<file path="src/rtl/flash_hex_formatter_if.sv">
`default_nettype none
// ============================================================================
// Module      : flash_hex_formatter_if
// Description : Read-result input, status and character read port bundle
//               for the flash hex line formatter.
// Revision    : 1.0 - initial release
// ============================================================================
interface flash_hex_formatter_if #(
    parameter int MEMORY_LENGTH = 4,
    parameter int ADDR_WIDTH    = 24,
    parameter int INDEX_WIDTH   = 5
);
    logic [MEMORY_LENGTH*8-1:0] data_in;
    logic [ADDR_WIDTH-1:0]      addr_in;
    logic                       data_valid;
    logic                       busy;
    logic                       frame_done;
    logic [INDEX_WIDTH-1:0]     char_index;
    logic [7:0]                 char_out;

    modport master (
        output data_in,
        output addr_in,
        output data_valid,
        output char_index,
        input  busy,
        input  frame_done,
        input  char_out
    );

    modport slave (
        input  data_in,
        input  addr_in,
        input  data_valid,
        input  char_index,
        output busy,
        output frame_done,
        output char_out
    );
endinterface
`default_nettype wire

</file>
<file path="src/rtl/flash_hex_formatter.sv">
`default_nettype none
// ============================================================================
// Module      : flash_hex_formatter
// Description : Converts a flash read result into an "AAAAAA: DDDDDDDD" ASCII
//               line buffer, one character per clock, with a registered read port.
// Revision    : 1.0 - initial release
// ============================================================================
module flash_hex_formatter #(
    parameter int MEMORY_LENGTH = 4,
    parameter int ADDR_WIDTH    = 24,
    parameter int BUF_CHARS     = 16,
    parameter int INDEX_WIDTH   = 5
) (
    input  logic                 clk,
    input  logic                 rst,
    flash_hex_formatter_if.slave bus
);

    localparam int c_ADDR_NIBS  = ADDR_WIDTH / 4;
    localparam int c_DATA_START = c_ADDR_NIBS + 2;
    localparam int c_DATA_NIBS  = 2 * MEMORY_LENGTH;
    localparam logic [INDEX_WIDTH-1:0] c_LAST_POS  = INDEX_WIDTH'(BUF_CHARS - 1);
    localparam logic [INDEX_WIDTH-1:0] c_COLON_POS = INDEX_WIDTH'(c_ADDR_NIBS);
    localparam logic [7:0] c_SPACE = 8'h20;
    localparam logic [7:0] c_COLON = 8'h3A;

    typedef enum logic [1:0] {
        S_IDLE  = 2'd0,
        S_WRITE = 2'd1,
        S_DONE  = 2'd2
    } state_t;

    state_t                     r_state;
    logic                       r_validQ;
    logic [MEMORY_LENGTH*8-1:0] r_dataShadow;
    logic [ADDR_WIDTH-1:0]      r_addrShadow;
    logic [INDEX_WIDTH-1:0]     r_pos;
    logic                       r_busy;
    logic                       r_frameDone;
    logic [7:0]                 r_buf [BUF_CHARS];
    logic [7:0]                 r_charOut;

    logic                       w_start;
    logic [3:0]                 w_nibble;
    logic                       w_isHex;
    logic [7:0]                 w_char;
    logic [7:0]                 w_readChar;

    function automatic logic [7:0] toAscii(input logic [3:0] nib);
        return (nib < 4'd10) ? (8'h30 + {4'h0, nib}) : (8'h37 + {4'h0, nib});
    endfunction

    assign w_start        = bus.data_valid && !r_validQ;
    assign bus.busy       = r_busy;
    assign bus.frame_done = r_frameDone;
    assign bus.char_out   = r_charOut;

    // Character for the current write position, taken from the shadow copies only.
    always_comb begin
        w_nibble = 4'h0;
        w_isHex  = 1'b0;
        w_char   = c_SPACE;
        for (int i = 0; i < c_ADDR_NIBS; i++) begin
            if (r_pos == INDEX_WIDTH'(i)) begin
                w_nibble = r_addrShadow[ADDR_WIDTH-1-4*i -: 4];
                w_isHex  = 1'b1;
            end
        end
        for (int j = 0; j < c_DATA_NIBS; j++) begin
            if (r_pos == INDEX_WIDTH'(c_DATA_START + j)) begin
                // Byte 0 first; within a byte the high nibble comes first.
                w_nibble = r_dataShadow[8*(j/2) + ((j % 2 == 0) ? 7 : 3) -: 4];
                w_isHex  = 1'b1;
            end
        end
        if (r_pos == c_COLON_POS) begin
            w_char = c_COLON;
        end
        if (w_isHex) begin
            w_char = toAscii(w_nibble);
        end
    end

    always_ff @(posedge clk or posedge rst) begin
        if (rst) begin
            r_state      <= S_IDLE;
            r_validQ     <= 1'b0;
            r_dataShadow <= '0;
            r_addrShadow <= '0;
            r_pos        <= '0;
            r_busy       <= 1'b0;
            r_frameDone  <= 1'b0;
            for (int i = 0; i < BUF_CHARS; i++) begin
                r_buf[i] <= c_SPACE;
            end
        end else begin
            r_validQ <= bus.data_valid;
            case (r_state)
                S_IDLE: begin
                    if (w_start) begin
                        r_dataShadow <= bus.data_in;
                        r_addrShadow <= bus.addr_in;
                        r_pos        <= '0;
                        r_busy       <= 1'b1;
                        r_state      <= S_WRITE;
                    end
                end
                S_WRITE: begin
                    for (int i = 0; i < BUF_CHARS; i++) begin
                        if (r_pos == INDEX_WIDTH'(i)) begin
                            r_buf[i] <= w_char;
                        end
                    end
                    if (r_pos == c_LAST_POS) begin
                        r_busy      <= 1'b0;
                        r_frameDone <= 1'b1;
                        r_state     <= S_DONE;
                    end else begin
                        r_pos <= r_pos + INDEX_WIDTH'(1);
                    end
                end
                S_DONE: begin
                    r_frameDone <= 1'b0;
                    r_state     <= S_IDLE;
                end
                default: begin
                    r_state <= S_IDLE;
                end
            endcase
        end
    end

    // Indices past the end of the line read back as spaces.
    always_comb begin
        w_readChar = c_SPACE;
        for (int i = 0; i < BUF_CHARS; i++) begin
            if (bus.char_index == INDEX_WIDTH'(i)) begin
                w_readChar = r_buf[i];
            end
        end
    end

    always_ff @(posedge clk or posedge rst) begin
        if (rst) begin
            r_charOut <= c_SPACE;
        end else begin
            r_charOut <= w_readChar;
        end
    end

endmodule
`default_nettype wire

</file>
<file path="src/flat_wrapper.sv">
// flat-port wrapper written by rule: the top's interface ports become plain ports
module flash_hex_formatter_flat 
#(
    parameter int MEMORY_LENGTH = 4,
    parameter int ADDR_WIDTH    = 24,
    parameter int BUF_CHARS     = 16,
    parameter int INDEX_WIDTH   = 5
)
  (clk, rst, bus_data_in, bus_addr_in, bus_data_valid, bus_char_index, bus_busy, bus_frame_done, bus_char_out);
  flash_hex_formatter_if #(.MEMORY_LENGTH(MEMORY_LENGTH), .ADDR_WIDTH(ADDR_WIDTH), .INDEX_WIDTH(INDEX_WIDTH)) bus_i ();
  input  logic clk;
  input  logic rst;
  input wire logic [$bits(bus_i.data_in)-1:0] bus_data_in;
  input wire logic [$bits(bus_i.addr_in)-1:0] bus_addr_in;
  input wire logic [$bits(bus_i.data_valid)-1:0] bus_data_valid;
  input wire logic [$bits(bus_i.char_index)-1:0] bus_char_index;
  output wire logic [$bits(bus_i.busy)-1:0] bus_busy;
  output wire logic [$bits(bus_i.frame_done)-1:0] bus_frame_done;
  output wire logic [$bits(bus_i.char_out)-1:0] bus_char_out;
  assign bus_i.data_in = bus_data_in;
  assign bus_i.addr_in = bus_addr_in;
  assign bus_i.data_valid = bus_data_valid;
  assign bus_i.char_index = bus_char_index;
  assign bus_busy = bus_i.busy;
  assign bus_frame_done = bus_i.frame_done;
  assign bus_char_out = bus_i.char_out;
  flash_hex_formatter #(.MEMORY_LENGTH(MEMORY_LENGTH), .ADDR_WIDTH(ADDR_WIDTH), .BUF_CHARS(BUF_CHARS), .INDEX_WIDTH(INDEX_WIDTH)) u_core (.clk(clk), .rst(rst), .bus(bus_i));
endmodule
</file>
<file path="config.mk">
export PLATFORM = sky130hd
export DESIGN_NAME = flash_hex_formatter_flat
export DESIGN_NICKNAME = d
export VERILOG_FILES = /design/src/rtl/flash_hex_formatter_if.sv /design/src/rtl/flash_hex_formatter.sv /design/src/flat_wrapper.sv
export SDC_FILE = /design/constraint.sdc
export NUM_CORES = 1
export LEC_CHECK = 0
export CORE_UTILIZATION = 60
export CTS_BUF_LIST = sky130_fd_sc_hd__clkbuf_4
export DETAILED_ROUTE_END_ITERATION = 8
export GPL_TIMING_DRIVEN = 0
export PLACE_DENSITY = 0.82
export SYNTH_ARGS = -nofsm -noshare
export SYNTH_HDL_FRONTEND = slang
export SYNTH_SLANG_ARGS = --single-unit
</file>
<file path="constraint.sdc">
create_clock -name clk -period 17.45 [get_ports clk]
set_clock_uncertainty 0.15 [all_clocks]
set_input_delay 5.235 -clock clk [delete_from_list [all_inputs] [get_ports clk]]
set_output_delay 5.235 -clock clk [all_outputs]
set_load 0.005 [all_outputs]
</file>
After elaboration in Yosys (flattened, before gate mapping)
Index checks and enable logic that the tools add are counted.
- register bits: 202
- latch bits: 0
- bits in writable memories: 0
- memory bits (read-only): 0
- output and inout bits: 10
- memories: 0
- $add $sub $neg: 3
- multiply operators: 0
- div/mod/pow operators: 0
- magnitude comparators: 1
- eq/ne operators: 35
- shift operators: 0
- mux-type cells: 58
- bitwise logic cells: 0
- reductions and logical operators: 28
- operators by type and width (kind ; count):
    8-bit 2-to-1 mux ; 18
    5-bit by 4-bit == test with 1-bit output (second input constant) ; 16
    4-bit 2-to-1 mux ; 14
    5-bit by 3-bit == test with 1-bit output (second input constant) ; 8
    2-bit AND reduction ; 19
    5-bit by 2-bit == test with 1-bit output (second input constant) ; 4
    1-bit 2-to-1 mux ; 17
    5-bit 2-to-1 mux ; 3
    6-bit by 4-bit adder with 7-bit output (first input constant) ; 2
    5-bit by 1-bit == test with 1-bit output (second input constant) ; 2
    5-bit logical NOT ; 2
    5-bit one-hot mux with 2 select lines ; 1
    3-bit AND reduction ; 2
    5-bit by 1-bit adder with 5-bit output (second input constant) ; 1
    4-bit < comparator (second input constant) ; 1
    2-bit 2-to-1 mux ; 2
    2-bit by 1-bit != test with 1-bit output (second input constant) ; 2
    1-bit one-hot mux with 2 select lines ; 2
    2-bit one-hot mux with 2 select lines ; 1
    2-bit nonzero test ; 2
    2-bit by 1-bit == test with 1-bit output (second input constant) ; 1
    2-bit == test (second input constant) ; 1
    2-bit logical NOT ; 1
    2-bit != test (second input constant) ; 1
    2 further kinds ; 2

Depth between registers and ports, before layout
Gate-level depths: netlist of run 1.
- depth after elaboration: 18
- gate-level depth with buffers: 17
- depth with buffers taken out: 13

Worst setup path before layout of run 1
OpenSTA, ideal clock, no wires.
- kind: input to register
- from: input bus_char_index[0]
- to: register u_core.r_charOut[2], in the netlist u_core.bus.char_out[2]
- setup time: 0.126 ns
- arrival: 6.826 ns
- data required time: 17.174 ns
- setup slack: 10.348 ns
- stages: 7
- buffers on the path: 4
- cells stage by stage: buf_2 > buf_1 > clkbuf_1 > clkbuf_1 > mux2i_1 > a21oi_1 > o32a_1
- cells in the longest elaborated chain, start to end: 17
- elaborated cells on any way between the ends: 32
- ends and longest elaborated chain (item ; RTL line ; source):
    start: declaration ; flat_wrapper.sv:16 ; input wire logic [$bits(bus_i.char_index)-1:0] bus_char_index;
    5-bit logical NOT ; flash_hex_formatter.sv:137 ; if (bus.char_index == INDEX_WIDTH'(i)) begin
    8-bit 2-to-1 mux (15 in a row) ; flash_hex_formatter.sv:137 ;
    8-bit 2-to-1 mux (*) ; flash_hex_formatter.sv:137 ;
    named net u_core.w_readChar[2] ; flash_hex_formatter.sv:47 ; logic [7:0] w_readChar;
    end signal: assignment ; flash_hex_formatter.sv:145 ; r_charOut <= c_SPACE;
    end signal: assignment ; flash_hex_formatter.sv:147 ; r_charOut <= w_readChar;
    end: declaration ; flash_hex_formatter.sv:41 ; logic [7:0] r_charOut;
The timed path passes the listed nets; every way through them passes the cells marked *.
A chain may end at the register's enable or synchronous reset.

Final worst setup path of run 1
- from: input bus_char_index[1]
- to: register u_core.r_charOut[6], in the netlist u_core.bus.char_out[6]
Same word-level chain as after synthesis.

==> summary.md, run 1 <==
| Metric | Value |
|---|---|
| CTS tree | yes |
| Clock Sinks | ~190 |
| Post-layout nets | ~1100 |
| Worst R2R Path Depth | 15 |
| Post-synth EDFFs | 0 |
| Pleak | 4.45 nW |
| Vias per inst | ~6 |
| Detailed-route via count | between 7000 and 8000 |
| P per Cell Area | approximately 180 mW/mm2 |
| Chip height | about 130 um |
| Row Count | 45 |
| Placed insts | ~1200 |
| Synthesized Nets | approximately 990 |
| XOR/XNOR share of the synthesized area | 0.00186 |
| Flops & latches, synth | 185 |
| Worst r2r dst | u_core.r_buf[54] |
| Yosys warnings | 0 |
| MaxCap Viol Count | 0 |
| Design area | about 0.011 mm2 |
| Placed Area | 0.0104 mm2 |
| Largest family of logic cells by synthesized area | compound AO/OA/AOI/OAI gates |
| Fmax | about 130 MHz |
| Final Cycle Share | 0.448 |
| Post-synthesis mux area share | 0.110 |
| Mapped Cells | ~920 |
| Synth unique cells | 84 |
| CP Class | in2reg |
| First-pass GRT wire length | approximately 41000 um |
| Total GRT Usage | 0.335 |
| Unrepaired setup endpoints after global routing | false |
| Setup crit end kind | register |
| Residual DRC | 0 |
| GPL Wtd Cong | 0.969 |
| Setup TNS | 0 ns |
| Root buffer cell | clkbuf_4 |
| Hold path depth | 2 |
| Simple logic cell fraction of the synthesized area | 0.143 |
| HP Start | u_core.r_buf[93] |
| Worst path arrival time | a little over 8 ns |
| Clk slew on worst S/H paths | around 0.15 ns |
| Vias in the first global route | approximately 7600 |
| Syn_area_per_cell | roughly 10 um2 |
| Crit-path max cell delay | around 0.64 ns |
| CORE AREA | 0.0153 mm2 |
| Worst r2r src | u_core.r_pos[0] |
| Register-to-Register Setup Slack | approximately 13 ns |
| Critical Path Start Type | input pin |
| Hold Slack | roughly 0.34 ns |
| # hold bufs at CTS | 0 |
| Largest net degree at the start of global routing | ~140 |
| Fin util | 0.703 |
| Worst EP required | between 15 and 20 ns |
| Crit-path cells | clkdlybuf4s50_1 > clkbuf_1 > buf_1 > o21ai_0 > a21oi_1 > a221oi_1 > nor3_1 > o22ai_1 > a21oi_1 |
| Status | completed |
| Crit-path slowest cell | clkdlybuf4s50_1 |
| Final Max Tran Viols | 0 |
| Layout cells sized above 1 | 0.204 |
| WP buf/inv | 3 |
| Port Buffer Count | 70 |
| Hold Vio Cnt, Final | 0 |
| Hold worst-path end | u_core.r_buf[93] |
| Relative slew slack | 0.170 |
| DR WL/cell | between 20 and 25 um |
| Post-CTS Resized | 0 |
| Initial DRC count | just over 800 |
| Worst vdd ir | ~0.095 mV |
| Adder-cell share of the synthesized area | 0.00797 |
| H-Tree Depth | 4 |
| Synth Cell Area | 0.00942 mm2 |
| DRT Pass-1 Iters | 7 |
| Initial core utilization | 0.617 |
| Most frequent cell on the critical path | a21oi_1 |
| Final setup fails | 0 |
| CP delay by family, top | buffers and inverters |
| Area grow syn2layout | 14.0% |
| Post-synthesis sequential area ratio | 0.494 |
| Skew-Pair Late Insertion Delay | roughly 0.6 ns |
| CP Max Fanout | 10 |
| Ys flop type | dfrtp_1 |
| Antenna-violating nets left | 0 |
| Post-CTS setup buffers | 0 |
| Ports | 74 |
| Tightest Pin Transition | between 1 and 1.5 ns |
| Hold Path Class | reg2reg |
| Initial antenna violation count | 1 |
| Die area | roughly 0.016 mm2 |
| Compound-Gate Fraction of Synth Area | 0.194 |
| Crit path time final | a little under 8 ns |
| Die Wd | roughly 130 um |
| Max Root-Sink Buffers | 2 |
| Routed WL | approximately 25000 um |
| Ys async rst share | 1.00 |
| Hpwl dp | about 19000 um |
| Global route overflow | 0 |
| Final cell count without fillers | roughly 1200 |
| CTS Buf Count | 17 |
how the worst max path moves through the flow:
| stage | endpoint | startpoint | slack, ns | cells past startpoint |
|---|---|---|---|---|
| 2_1_floorplan | u_core.bus.busy | rst | 7.06 | 1 |
| 3_3_place_gp | u_core.r_dataShadow[17] | rst | 4.82 | 2 |
| 3_5_place_dp | u_core.bus.char_out[6] | bus_char_index[1] | 9.06 | 9 |
| 4_1_cts | u_core.bus.char_out[6] | bus_char_index[1] | 9.68 | 9 |
| 5_1_grt | u_core.bus.char_out[6] | bus_char_index[1] | 9.56 | 9 |
| 6_report | u_core.bus.char_out[6] | bus_char_index[1] | 9.64 | 9 |
final cells by class:
cell class              count  area [um2]
flip-flops and latches    185        4650
inverters                  25         101
well taps                 211         264
plain buffers              72         372
multi-input cells         642        4300
repair buffers             71         728
diodes                      1        2.50
clock buffers              18         135
clock inverters            14         179
fillers                  1180        4530
cells in the mapped netlist (7+ instances only):
| library cell | instances | area [um2] |
|---|---|---|
| buf_6 | 7 | 78.8 |
| nand2b_1 | 9 | 56.3 |
| nand3b_1 | 10 | 75.1 |
| clkbuf_1 | 30 | 113 |
| buf_2 | 19 | 95.1 |
| mux2i_1 | 11 | 110 |
| a21oi_1 | 59 | 295 |
| nor3_1 | 11 | 55.1 |
| dfstp_2 | 17 | 447 |
| buf_1 | 8 | 30.0 |
| nand3_1 | 12 | 60.1 |
| nand2_1 | 135 | 507 |
| o22ai_1 | 10 | 62.6 |
| nor3b_1 | 7 | 52.6 |
| o21ai_2 | 7 | 61.3 |
| a221oi_1 | 8 | 70.1 |
| nor2_1 | 71 | 267 |
| inv_1 | 23 | 86.3 |
| o21ai_0 | 86 | 430 |
| mux2_2 | 62 | 698 |
| o31ai_1 | 13 | 97.6 |
| mux4_2 | 10 | 225 |
| o31ai_2 | 20 | 250 |
| nor2b_1 | 10 | 62.6 |
| dfrtp_1 | 168 | 4200 |
per-layer routing:
metal	vias up	share of wire	GRT usage	wire length, um
met5	-	0	0	0
met4	0	0.049	0.202	1240
met3	86	0.054	0.0624	1380
met2	317	0.50	0.551	12500
met1	3753	0.40	0.412	10100
li1	3479	-	-	-
cells in the final DEF, fill, tap and decap left out, types with 6 or more instances in the layout:
master,synthesis,routed
clkbuf_1,30,30
nor3b_1,7,7
clkdlybuf4s50_1,0,70
o21ai_0,86,86
nor2_1,71,71
o31ai_2,20,20
a21oi_2,6,6
buf_4,6,6
buf_2,19,19
ha_1,6,6
nand3b_1,10,10
o22ai_1,10,10
a21oi_1,59,59
dfstp_2,17,17
nand2b_1,9,9
o31ai_1,13,13
a221oi_1,8,8
mux2i_1,11,11
nand2_1,135,135
buf_6,7,7
a211oi_1,6,6
nor2b_1,10,10
mux4_2,10,10
dfrtp_1,168,168
o21ai_2,7,7
clkbuf_4,0,18
buf_1,8,8
nor3_1,11,11
nand3_1,12,12
mux2_2,62,62
inv_1,23,22
stage by stage:
stage                     power (mW)  worst slack [ns]
after CTS                       1.92              9.68
after detailed placement        1.66              9.06
after global placement          1.63              4.82
after global routing            2.04              9.56
final                           1.93              9.64
after floorplan                 1.38              7.06
worst register-to-register path, cell delays in order (launching register included):
cell and delay (ns):
dfrtp_1 0.47, ha_1 0.18, buf_2 0.22, buf_4 0.21, buf_2 0.29, and3_1 0.21
ha_1 0.20, clkbuf_1 0.47, a21oi_1 0.08, a32o_1 0.28, a21oi_1 0.43, ha_1 0.29
nor3_1 0.08, o21ai_1 0.29, clkbuf_1 0.47, o21ai_0 0.23
sequential cells by signal, summed over array words and instances (netlist names):
register	flops
u_core.r_addrShadow	24
u_core.r_state	2
u_core.bus.frame_done	1
u_core.r_buf	112
u_core.r_dataShadow	32
u_core.bus.char_out	7
u_core.r_pos	5
u_core.bus.busy	1
u_core.r_validQ	1
kinds of logic (layout without fill, tap and decap cells):
logic type,count (synthesis),count (layout)
fa+ha+maj,6,6
compound gates,260,260
simple gates,290,290
other cells,1,2
flops,185,185
xor+xnor,2,2
mux,83,83
buf+inv,97,200
report_power, final:
group	switching (mW)	leakage [nW]	internal, mW
combinational	0.583	2.01	0.360
sequential	0.110	2.28	0.617
clock	0.148	0.163	0.114
total	0.841	4.45	1.09
(Power assumes the default switching activity.)
==> run 2, diff against run 1 <==
==> constraint.sdc (replaced) <==
create_clock -name clk -period 7.89 [get_ports clk]
set_clock_uncertainty 0.15 [all_clocks]
set_input_delay 2.367 -clock clk [delete_from_list [all_inputs] [get_ports clk]]
set_output_delay 2.367 -clock clk [all_outputs]
set_load 0.005 [all_outputs]
==> run 2 against run 1 <==
Worst setup slack worse by 6.7 ns. First-iteration DRC count up 5.9%. Critical path depth unchanged. Sequential share of layout area unchanged. Highest routed layer unchanged.
==> summary.md, run 2 (same netlist as run 1, synthesis figures left out) <==
| Metric | Value |
|---|---|
| Status | completed |
| CORE AREA | roughly 0.015 mm2 |
| CTS tree | yes |
| First-pass GRT wire length | roughly 40000 um |
| H-Tree Depth | 4 |
| Initial antenna violation count | 1 |
| Post-CTS Resized | 0 |
| Clock Sinks | roughly 190 |
| Placed Area | approximately 0.010 mm2 |
| Critical Path Start Type | input pin |
| Clk slew on worst S/H paths | 0.15 ns |
| Hpwl dp | 18800 um |
| Row Count | between 40 and 50 |
| CP Class | in2reg |
| Worst setup startpoint | bus_char_index[1] |
| Die area | 0.0162 mm2 |
| Worst vdd ir | 0.209 mV |
| Final setup fails | 0 |
| Antenna-violating nets left | 0 |
| Leading registers by flop count | u_core.r_buf: 112 flops, u_core.r_dataShadow: 32 flops, u_core.r_addrShadow: 24 flops |
| Skew-Pair Late Insertion Delay | approximately 0.60 ns |
| Initial core utilization | 0.617 |
| Routed WL | about 25000 um |
| Root buffer cell | clkbuf_4 |
| Hold Vio Cnt, Final | 0 |
| CP Max Fanout | 10 |
| Register-to-Register Setup Slack | 3.20 ns |
| Hold Slack | between 0.3 and 0.4 ns |
| Design area | 0.0107 mm2 |
| Post-CTS setup buffers | 0 |
| Worst r2r src | u_core.r_pos[0] |
| Hold path depth | 2 |
| Pleak | roughly 4.5 nW |
| MaxCap Viol Count | 0 |
| Final Max Tran Viols | 0 |
| Hold Path Class | reg2reg |
| Initial DRC count | around 860 |
| Power after layout | between 4 and 5 mW |
| Most frequent cells in the layout | dfrtp_1, nand2_1, o21ai_0 |
| Residual DRC | 0 |
| Setup TNS | 0 ns |
| Max Root-Sink Buffers | 2 |
| Worst r2r dst | u_core.r_buf[54] |
| Total GRT Usage | 0.335 |
| Hold worst-path end | u_core.r_buf[93] |
| Tightest Pin Transition | 1.23 ns |
| Area grow syn2layout | 14.0% |
| Commonest non-fill, non-tap cell in the layout | dfrtp_1 |
| Most flop-heavy register | u_core.r_buf |
| Post-layout nets | approximately 1100 |
| Vias per inst | 6.13 |
| HP Start | u_core.r_buf[93] |
| Worst EP required | a little over 8 ns |
| Unrepaired setup endpoints after global routing | false |
| Setup crit end kind | register |
| Largest net degree at the start of global routing | 137 |
| Layout cells sized above 1 | 0.204 |
| Port Buffer Count | 70 |
| FF/Latch Area | about 0.0047 mm2 |
| Max reg flops | roughly 110 |
| Multi-input logic area | approximately 0.0043 mm2 |
| Relative slew slack | 0.171 |
| # hold bufs at CTS | 0 |
| Filler Cell Count | ~1200 |
| DRT Pass-1 Iters | 5 |
| Final Cycle Share | 0.628 |
| Fmax | between 200 and 250 MHz |
| Worst path arrival time | between 5 and 6 ns |
| Global route overflow | 0 |
| GPL Wtd Cong | about 0.97 |
| Worst R2R Path Depth | 15 |
| Crit path time final | 4.96 ns |
| Detailed-route via count | 7594 |
| CTS Buf Count | 17 |
| Vias in the first global route | 7577 |
| P per Cell Area | 398 mW/mm2 |
| Die Wd | between 100 and 150 um |
| DR WL/cell | 20.4 um |
| Ports | 74 |
| Chip height | roughly 130 um |
==> run 2: cell counts in the layout (fill, tap and decap cells not counted) <==
No cell type changed its count.
==> run 2: how the worst max path moves through the flow <==
stage | end | slack, ns | cells past startpoint
5_1_grt | u_core.bus.char_out[6] | 2.87 | 9
4_1_cts | u_core.bus.char_out[6] | 2.99 | 9
2_1_floorplan | u_core.bus.busy | 0.37 | 1
6_report | u_core.bus.char_out[6] | 2.93 | 9
3_5_place_dp | u_core.bus.char_out[6] | 2.37 | 9
3_3_place_gp | u_core.r_dataShadow[17] | -1.87 | 2
==> run 2: cell type report <==
type | count | area share
multi-input cells | 642 | 0.401
diodes | 1 | 0.000233
well taps | 211 | 0.0246
clock inverters | 14 | 0.0167
flip-flops and latches | 185 | 0.433
repair buffers | 71 | 0.0678
clock buffers | 18 | 0.0126
inverters | 25 | 0.00944
plain buffers | 72 | 0.0346
==> run 2: layer usage <==
metal,vias to the layer above,wire [um],GRT usage
met4,0,1230,0.197
met3,88,1340,0.0624
met5,-,0,0
li1,3475,-,-
met2,318,12500,0.552
met1,3713,10200,0.413
==> run 2: critical path, cell delays in order <==
cell and delay (ns):
clkdlybuf4s50_1 0.64, clkbuf_1 0.56, buf_1 0.58, o21ai_0 0.20, a21oi_1 0.25, a221oi_1 0.08, nor3_1 0.28, o22ai_1 0.14
a21oi_1 0.22
==> run 2: stage by stage <==
step | instances | setup WS [ns] | utilization
detailed placement | 1206 | 2.37 | 0.683
global placement | 1205 | -1.87 | 0.680
global route | 1239 | 2.87 | 0.703
CTS | 1238 | 2.99 | 0.703
floorplan | 924 | 0.372 | -
finish | 1239 | 2.93 | 0.703
==> run 2: where the power goes <==
part,internal (mW),switching [mW]
clock,0.251,0.325
combinational,0.797,1.29
sequential,1.36,0.243
total,2.41,1.86
